`src/rtl/matmul_engine_if.sv`:
```
// Data-memory bus between the matrix-multiply engine (master) and its memory (slave).
interface matmul_engine_if #(
    parameter int DATA_W = 8,
    parameter int ADDR_W = 8
);
    logic [ADDR_W-1:0] mem_addr;
    logic              mem_re;
    logic [DATA_W-1:0] mem_rdata;
    logic              mem_we;
    logic [DATA_W-1:0] mem_wdata;

    // mem_re: mem_rdata is valid exactly one cycle later; mem_we: write commits on the edge ending that cycle.
    modport master (output mem_addr, mem_re, mem_we, mem_wdata, input mem_rdata);
    modport slave  (input mem_addr, mem_re, mem_we, mem_wdata, output mem_rdata);
endinterface

```
`src/rtl/matmul_engine.sv`:
```
// Sequential signed matrix multiply C = A*B over a shared single-port memory,
// one MAC per element term, with saturating or wrapping C writes and a sticky overflow flag.
module matmul_engine #(
    parameter int DATA_W   = 8,
    parameter int M        = 2,
    parameter int K        = 2,
    parameter int N        = 2,
    parameter int ADDR_W   = 8,
    parameter int A_OFFSET = 0,
    parameter int B_OFFSET = 16,
    parameter int C_OFFSET = 32,
    parameter int SAT      = 1
) (
    input  logic            clk,
    input  logic            reset,
    input  logic            start,
    input  logic            result_ack,
    output logic            busy,
    output logic            ready,
    output logic            overflow,
    output logic [2:0]      state_dbg,
    matmul_engine_if.master mem
);
    localparam int ACC_W = 2 * DATA_W + $clog2(K) + 1;
    localparam int I_W   = (M > 1) ? $clog2(M) : 1;
    localparam int J_W   = (N > 1) ? $clog2(N) : 1;
    localparam int K_W   = (K > 1) ? $clog2(K) : 1;

    localparam logic [I_W-1:0] I_LAST = I_W'(M - 1);
    localparam logic [J_W-1:0] J_LAST = J_W'(N - 1);
    localparam logic [K_W-1:0] K_LAST = K_W'(K - 1);

    localparam logic signed [ACC_W-1:0] ACC_MAX = ACC_W'(2 ** (DATA_W - 1) - 1);
    localparam logic signed [ACC_W-1:0] ACC_MIN = ACC_W'(-(2 ** (DATA_W - 1)));

    typedef enum logic [2:0] {
        IDLE    = 3'd0,
        FETCH_A = 3'd1,
        FETCH_B = 3'd2,
        MAC     = 3'd3,
        WRITE   = 3'd4,
        DONE    = 3'd5
    } state_t;

    state_t state, next_state;

    logic [I_W-1:0]           i;
    logic [J_W-1:0]           j;
    logic [K_W-1:0]           k;
    logic signed [DATA_W-1:0] a_reg;
    logic signed [ACC_W-1:0]  acc;

    logic signed [2*DATA_W-1:0] prod;
    logic signed [ACC_W-1:0]    prod_ext;
    logic                       acc_out_of_range;
    logic [DATA_W-1:0]          c_value;
    logic [ADDR_W-1:0]          a_addr, b_addr, c_addr;

    assign prod     = a_reg * $signed(mem.mem_rdata);
    assign prod_ext = ACC_W'(prod);

    assign acc_out_of_range = (acc > ACC_MAX) || (acc < ACC_MIN);

    always_comb begin
        c_value = acc[DATA_W-1:0];
        if (SAT != 0) begin
            if (acc > ACC_MAX)      c_value = ACC_MAX[DATA_W-1:0];
            else if (acc < ACC_MIN) c_value = ACC_MIN[DATA_W-1:0];
        end
    end

    assign a_addr = ADDR_W'(A_OFFSET) + ADDR_W'(i) * ADDR_W'(K) + ADDR_W'(k);
    assign b_addr = ADDR_W'(B_OFFSET) + ADDR_W'(k) * ADDR_W'(N) + ADDR_W'(j);
    assign c_addr = ADDR_W'(C_OFFSET) + ADDR_W'(i) * ADDR_W'(N) + ADDR_W'(j);

    assign state_dbg = state;

    always_ff @(posedge clk or negedge reset) begin
        if (!reset) state <= IDLE;
        else        state <= next_state;
    end

    // Control handshake: a start pulse is taken only in IDLE; ready then holds until result_ack is seen in DONE.
    always_comb begin
        next_state    = state;
        busy          = 1'b0;
        ready         = 1'b0;
        mem.mem_re    = 1'b0;
        mem.mem_we    = 1'b0;
        mem.mem_addr  = '0;
        mem.mem_wdata = '0;
        case (state)
            IDLE: begin
                if (start) next_state = FETCH_A;
            end
            FETCH_A: begin
                busy         = 1'b1;
                mem.mem_re   = 1'b1;
                mem.mem_addr = a_addr;
                next_state   = FETCH_B;
            end
            FETCH_B: begin
                busy         = 1'b1;
                mem.mem_re   = 1'b1;
                mem.mem_addr = b_addr;
                next_state   = MAC;
            end
            MAC: begin
                busy       = 1'b1;
                next_state = (k == K_LAST) ? WRITE : FETCH_A;
            end
            WRITE: begin
                busy          = 1'b1;
                mem.mem_we    = 1'b1;
                mem.mem_addr  = c_addr;
                mem.mem_wdata = c_value;
                next_state    = (i == I_LAST && j == J_LAST) ? DONE : FETCH_A;
            end
            DONE: begin
                ready = 1'b1;
                if (result_ack) next_state = IDLE;
            end
            default: next_state = IDLE;
        endcase
    end

    always_ff @(posedge clk or negedge reset) begin
        if (!reset) begin
            i        <= '0;
            j        <= '0;
            k        <= '0;
            a_reg    <= '0;
            acc      <= '0;
            overflow <= 1'b0;
        end else begin
            case (state)
                IDLE: begin
                    if (start) begin
                        i        <= '0;
                        j        <= '0;
                        k        <= '0;
                        acc      <= '0;
                        overflow <= 1'b0;
                    end
                end
                FETCH_B: a_reg <= $signed(mem.mem_rdata);
                MAC: begin
                    acc <= acc + prod_ext;
                    if (k != K_LAST) k <= k + 1'b1;
                end
                WRITE: begin
                    if (acc_out_of_range) overflow <= 1'b1;
                    acc <= '0;
                    k   <= '0;
                    if (j == J_LAST) begin
                        j <= '0;
                        i <= (i == I_LAST) ? '0 : i + 1'b1;
                    end else begin
                        j <= j + 1'b1;
                    end
                end
                default: ;
            endcase
        end
    end
endmodule

```
`src/flat_wrapper.sv`:
```
// flat-port wrapper written by rule: the top's interface ports become plain ports
module matmul_engine_flat 
#(
    parameter int DATA_W   = 8,
    parameter int M        = 2,
    parameter int K        = 2,
    parameter int N        = 2,
    parameter int ADDR_W   = 8,
    parameter int A_OFFSET = 0,
    parameter int B_OFFSET = 16,
    parameter int C_OFFSET = 32,
    parameter int SAT      = 1
)
  (clk, reset, start, result_ack, busy, ready, overflow, state_dbg, mem_mem_addr, mem_mem_re, mem_mem_we, mem_mem_wdata, mem_mem_rdata);
  matmul_engine_if #(.DATA_W(DATA_W), .ADDR_W(ADDR_W)) mem_i ();
  input  logic clk;
  input  logic reset;
  input  logic start;
  input  logic result_ack;
  output logic busy;
  output logic ready;
  output logic overflow;
  output logic [2:0] state_dbg;
  output wire logic [$bits(mem_i.mem_addr)-1:0] mem_mem_addr;
  output wire logic [$bits(mem_i.mem_re)-1:0] mem_mem_re;
  output wire logic [$bits(mem_i.mem_we)-1:0] mem_mem_we;
  output wire logic [$bits(mem_i.mem_wdata)-1:0] mem_mem_wdata;
  input wire logic [$bits(mem_i.mem_rdata)-1:0] mem_mem_rdata;
  assign mem_mem_addr = mem_i.mem_addr;
  assign mem_mem_re = mem_i.mem_re;
  assign mem_mem_we = mem_i.mem_we;
  assign mem_mem_wdata = mem_i.mem_wdata;
  assign mem_i.mem_rdata = mem_mem_rdata;
  matmul_engine #(.DATA_W(DATA_W), .M(M), .K(K), .N(N), .ADDR_W(ADDR_W), .A_OFFSET(A_OFFSET), .B_OFFSET(B_OFFSET), .C_OFFSET(C_OFFSET), .SAT(SAT)) u_core (.clk(clk), .reset(reset), .start(start), .result_ack(result_ack), .busy(busy), .ready(ready), .overflow(overflow), .state_dbg(state_dbg), .mem(mem_i));
endmodule
```
`config.mk`:
```
export PLATFORM = sky130hd
export DESIGN_NAME = matmul_engine_flat
export DESIGN_NICKNAME = d
export VERILOG_FILES = /design/src/rtl/matmul_engine_if.sv /design/src/rtl/matmul_engine.sv /design/src/flat_wrapper.sv
export SDC_FILE = /design/constraint.sdc
export NUM_CORES = 1
export LEC_CHECK = 0
export CAP_MARGIN = 20
export CORE_MARGIN = 1.5
export CORE_UTILIZATION = 35
export DETAILED_ROUTE_END_ITERATION = 10
export MAX_ROUTING_LAYER = met4
export PLACE_DENSITY = 0.59
export SLEW_MARGIN = 20
export SYNTH_ARGS = -nofsm -noshare
export SYNTH_HDL_FRONTEND = slang
export SYNTH_SLANG_ARGS = --single-unit
```
`constraint.sdc`:
```
create_clock -name clk -period 6.5 [get_ports clk]
set_clock_uncertainty 0.1 [all_clocks]
set_input_delay 0.975 -clock clk [delete_from_list [all_inputs] [get_ports clk]]
set_output_delay 0.975 -clock clk [all_outputs]
set_load 0.005 [all_outputs]
```
# Word-level counts from Yosys, hierarchy flattened
# Cells that the tools add are included.
# classes
reduce_logical	12
n_addsub	9
muxes	25
eq_ne	9
n_div	0
n_shift	0
bitwise_logic	0
order_cmp	2
n_mul	1
# ops
op	n
18-bit case mux with 3 select lines	1
8-bit two-way mux	3
8-bit case mux with 3 select lines	1
18-bit by 16-bit adder with 18-bit output	1
18-bit by 8-bit greater-than comparator with 1-bit output, second input constant	1
18-bit by 8-bit less-than comparator with 1-bit output, second input constant	1
18-bit two-way mux	1
3-bit case mux with 6 select lines	1
8-bit by 1-bit adder with 8-bit output	2
8-bit by 8-bit multiplier with 16-bit output	1
3-bit two-way mux	4
1-bit two-way mux	10
6-bit by 2-bit adder with 7-bit output, first input constant	1
5-bit by 2-bit adder with 6-bit output, first input constant	1
3-bit by 2-bit equality test with 1-bit output, second input constant	2
3-bit equality test, second input constant	2
1-bit case mux with 2 select lines	3
2-bit AND reduction	3
3-bit AND reduction	2
2-bit by 1-bit != test with 1-bit output, second input constant	2
2-bit != test, second input constant	2
4-bit OR reduction	1
1-bit adder, second input constant	3
2-bit by 1-bit adder with 3-bit output	1
other kinds (8)	8
# word_totals
ramBits	0
n_memories	0
romBits	0
inputBits	12
ff_bits	33
latch_bits	0

# Depth between registers and ports, before layout
# depth
depth_word	4
depth_mapped	19
ltp_nobuf	18

# Least setup slack after synthesis
# Ideal clock, no wire load.
# synth_path
kind	in2reg
start	input mem_mem_rdata[0]
end	register u_core.acc[14]
arrival_ps	5636
path_buffers	1
t_required_ps	6278
path_slack_ps	642
cell_stages	15
setup_ps	122
cell_sequence	clkbuf_1 > and2_1 > inv_1 > fa_1 > inv_1 > fa_1 > fa_1 > fa_1 > fa_1 > ha_1 > o21a_1 > o21ai_2 > a211oi_1 > or4_1 > a32o_1
# synth_between
elab_chain_len	3
# synth_rtl
element	line_no	rtl
start: declaration	flat_wrapper.sv:28	input wire logic [$bits(mem_i.mem_rdata)-1:0] mem_mem_rdata;
8-bit by 8-bit multiplier with 16-bit output	matmul_engine.sv:59	assign prod = a_reg * $signed(mem.mem_rdata);
18-bit by 16-bit adder with 18-bit output	matmul_engine.sv:148	acc <= acc + prod_ext;
18-bit case mux with 3 select lines	matmul_engine.sv:136	case (state)
end signal: assignment	matmul_engine.sv:148	
end: declaration	matmul_engine.sv:51	logic signed [ACC_W-1:0] acc;
# No other way between the ends.
# A chain may end at the register's enable or synchronous reset.

# Final worst setup path
# layout_path
start	input mem_mem_rdata[3]
end	register u_core.acc[14]
# Same word-level chain as after synthesis.

==> out/results.md <==
## Yosys
• 33 — number of synthesized register bits
• sky130_fd_sc_hd__inv_1 (92), sky130_fd_sc_hd__fa_1 (80), sky130_fd_sc_hd__nand2_1 (44) — top cells by instance count after synthesis
• 100% — post-synthesis async set-or-reset flop share
• 44 — number of distinct library cell variants in the gate-level netlist after synthesis
• sky130_fd_sc_hd__fa_1 — Synth area leader
• sky130_fd_sc_hd__inv_1 — top-count cell post-synth
• 4740 sq um — Synth Cell Area
• 494 — instance count of the mapped netlist
• 33.8% — top cell type's share of synthesized area
• sky130_fd_sc_hd__fa_1 (34%), sky130_fd_sc_hd__dfrtp_1 (17%), sky130_fd_sc_hd__ha_1 (11%) — biggest area contributors in the synthesized netlist
• 9.60 sq um — mean cell area of the mapped netlist
• sky130_fd_sc_hd__dfrtp_1 — Main synth FF type
• 0 — number of enable-type register cells in the synthesized netlist
• 0 — number of warnings reported in the yosys synthesis log
• 17.4% — sequential fraction of the synthesis area

## Layout
• 0 — number of antenna repair diodes
• 662 — number of nets at the end of the flow
• 5420 sq um — fin area
• 18 — max reg flops
• 1331 — number of filler instances in the final layout
• 5.29% — fraction of layout instances using a drive strength above 1
• 14.2% — synth-to-layout area growth

## Critical path
• 1.32 ns — reg-to-reg slack, setup
• 6.57 ns — Crit path required time
• 9 — peak fanout along the critical path
• 6.09 ns — Data arrival, critical path
• input pin — crit path launch type
• flip-flop — CP Capture Type
• in2reg — category of the critical setup timing path

## STA
• 1.02 ns — worst slew pin tran
• 0.478 ns — slack of the critical path
• 0.166 GHz — achievable clock frequency
• 6.02 ns — shortest period the worst path allows
• 0 ns — Final TNS setup
• 92.7% — Period Utilization, post-route
• 31.5% — Slew headroom
• no — unrepaired setup endpoints after global routing
• 0 — final count of hold timing violations
• 0 — # setup viols final
• 0 — Pins Over Slew Limit

## CTS
• 33 — number of clock sinks seen by CTS
• 0 — Gates resized, CTS repair
• sky130_fd_sc_hd__clkbuf_16 — cell at the root of the clock tree
• yes — clock tree from TritonCTS
• 0.06 ns — clock-pin slew of the registers on the worst-case setup and hold paths
• 2 — Max Buffers Root-to-Sink
• 0 — Hold-fix buffers, CTS
• 0.28 ns — later-pin clock latency in the skew report
• 0 — Setup Buffers After CTS
• 2 — deepest level of the CTS H-tree
• 5 — CTS buffer count

## Min path
• reg2reg — kind of path behind the tightest hold check

## Global route
• 18800 um — wire length of the first global-routing pass
• 3773 — via count of the first global-routing pass
• 0 — GRT Residual Overflow
• 34 — pin count of the biggest net entering global routing
• 0 — antenna violations before repair
• 17.0% — Overall Global Routing Usage

## Place
• 8780 um — half-perimeter wire length after detailed placement
• 5270 sq um — placement-stage cell area
• 31 — count of buffers inserted at the top-level ports
• 0.832 — GP Congestion
• 0.178 ns — worst slack at placement

## Run
• 0 — max-cap violations

## Drt
• 3423 — vias
• 4 — detailed-routing iteration count for the pre-antenna-repair pass
• 0 — number of remaining DRC errors
• 15.1 um — detailed-route wire length per cell
• 4.86 — drt via density
• 0 — Final ANT Viol Nets
• 158 — number of design-rule violations left by the first detailed-router iteration
• 10600 um — total wire length

## Floorplan
• 13200 sq um — core footprint
• 35.8% — effective utilization at floorplan
• 36 — Boundary Pins
• 119 um — height of the die
• 119 um — horizontal extent of the die
• 42 — num rows
• 14300 sq um — overall die area

## Outcome
• complete, no violations — outcome

## cells by family after synthesis
| logic type | Yosys count | synth area share, % |
|---|---|---|
| xor gates and xnor gates | 18 | 3.33 |
| other | 1 | 0.0791 |
| muxes | 9 | 2.11 |
| and+or+nand+nor | 139 | 14.0 |
| adders and majority gates | 122 | 44.9 |
| DFF | 33 | 17.4 |
| AOI/OAI and AO/OA | 63 | 9.16 |
| buffers and inverters | 109 | 9.00 |
## placed cells by master, fill, tap and decap left out, drive strengths merged, types with 2 or more instances in the layout
master	instances
a22o	7
a32o	4
a211o	3
buf	9
o31ai	3
clkinv	3
and2	34
and3	3
inv	92
nand2	44
clkbuf	5
nor4	2
nor3	11
a21o	2
a31oi	2
fa	80
clkdlybuf4s50	31
conb	4
mux2	8
ha	42
o21ai	21
nor2	31
nor2b	2
o21a	6
nand4	2
a211oi	3
dfrtp	33
nand3	4
a21oi	7
xor2	7
or3	3
xnor2	11
## critical path, stage by stage
cell and delay (ns):
sky130_fd_sc_hd__clkdlybuf4s50_1 0.61, sky130_fd_sc_hd__nand2_1 0.22, sky130_fd_sc_hd__inv_1 0.08, sky130_fd_sc_hd__fa_1 0.56, sky130_fd_sc_hd__inv_1 0.15, sky130_fd_sc_hd__fa_1 0.56
sky130_fd_sc_hd__inv_1 0.05, sky130_fd_sc_hd__fa_1 0.52, sky130_fd_sc_hd__fa_1 0.50, sky130_fd_sc_hd__ha_1 0.32, sky130_fd_sc_hd__ha_1 0.32, sky130_fd_sc_hd__o21ai_0 0.11
sky130_fd_sc_hd__or2_2 0.30, sky130_fd_sc_hd__a211oi_1 0.31, sky130_fd_sc_hd__buf_4 0.18, sky130_fd_sc_hd__o31ai_1 0.07, sky130_fd_sc_hd__a32o_1 0.27
## cell type report
type                       instances  area, sq um  share of cell area (%)
inverter                          93          349                    6.45
timing repair buffer              40          378                    6.98
clock inverter                     3         17.5                   0.323
sequential                        33          826                    15.2
clock buffer                       5          125                    2.31
tap                              176          220                    4.07
multi-input combinational        355         3500                    64.6
## path summary, 6_finish.rpt
kind / start / to / cells past startpoint
worst min register to register: u_core.overflow / u_core.overflow / 1
worst max-delay path: mem_mem_rdata[3] / u_core.acc[14] / 17
worst max register to register: u_core.a_reg[7] / u_core.acc[14] / 16
worst min-delay path: u_core.overflow / u_core.overflow / 1
max in group asynchronous: reset / u_core.acc[9] / 2
min in group asynchronous: reset / u_core.acc[3] / 2
## metrics by stage
| step | hold WS (ns) | std cells | utilization (%) |
|---|---|---|---|
| floorplan | 0.372 | 497 | - |
| global placement | 0.388 | 697 | 39.8 |
| detailed placement | 0.405 | 697 | 39.8 |
| CTS | 0.421 | 705 | 40.9 |
| global route | 0.446 | 705 | 40.9 |
| finish | 0.408 | 705 | 40.9 |
## per-layer routing
layer | GRT usage, % | part of all wire (%)
met1 | 22.4 | 46
met2 | 28.8 | 49
met3 | 2.39 | 4.5
met4 | 2.01 | 0.40
met5 | - | 0
Power is not shown: default switching activity piles up to over one toggle a cycle in this logic, so the estimate is an artifact.
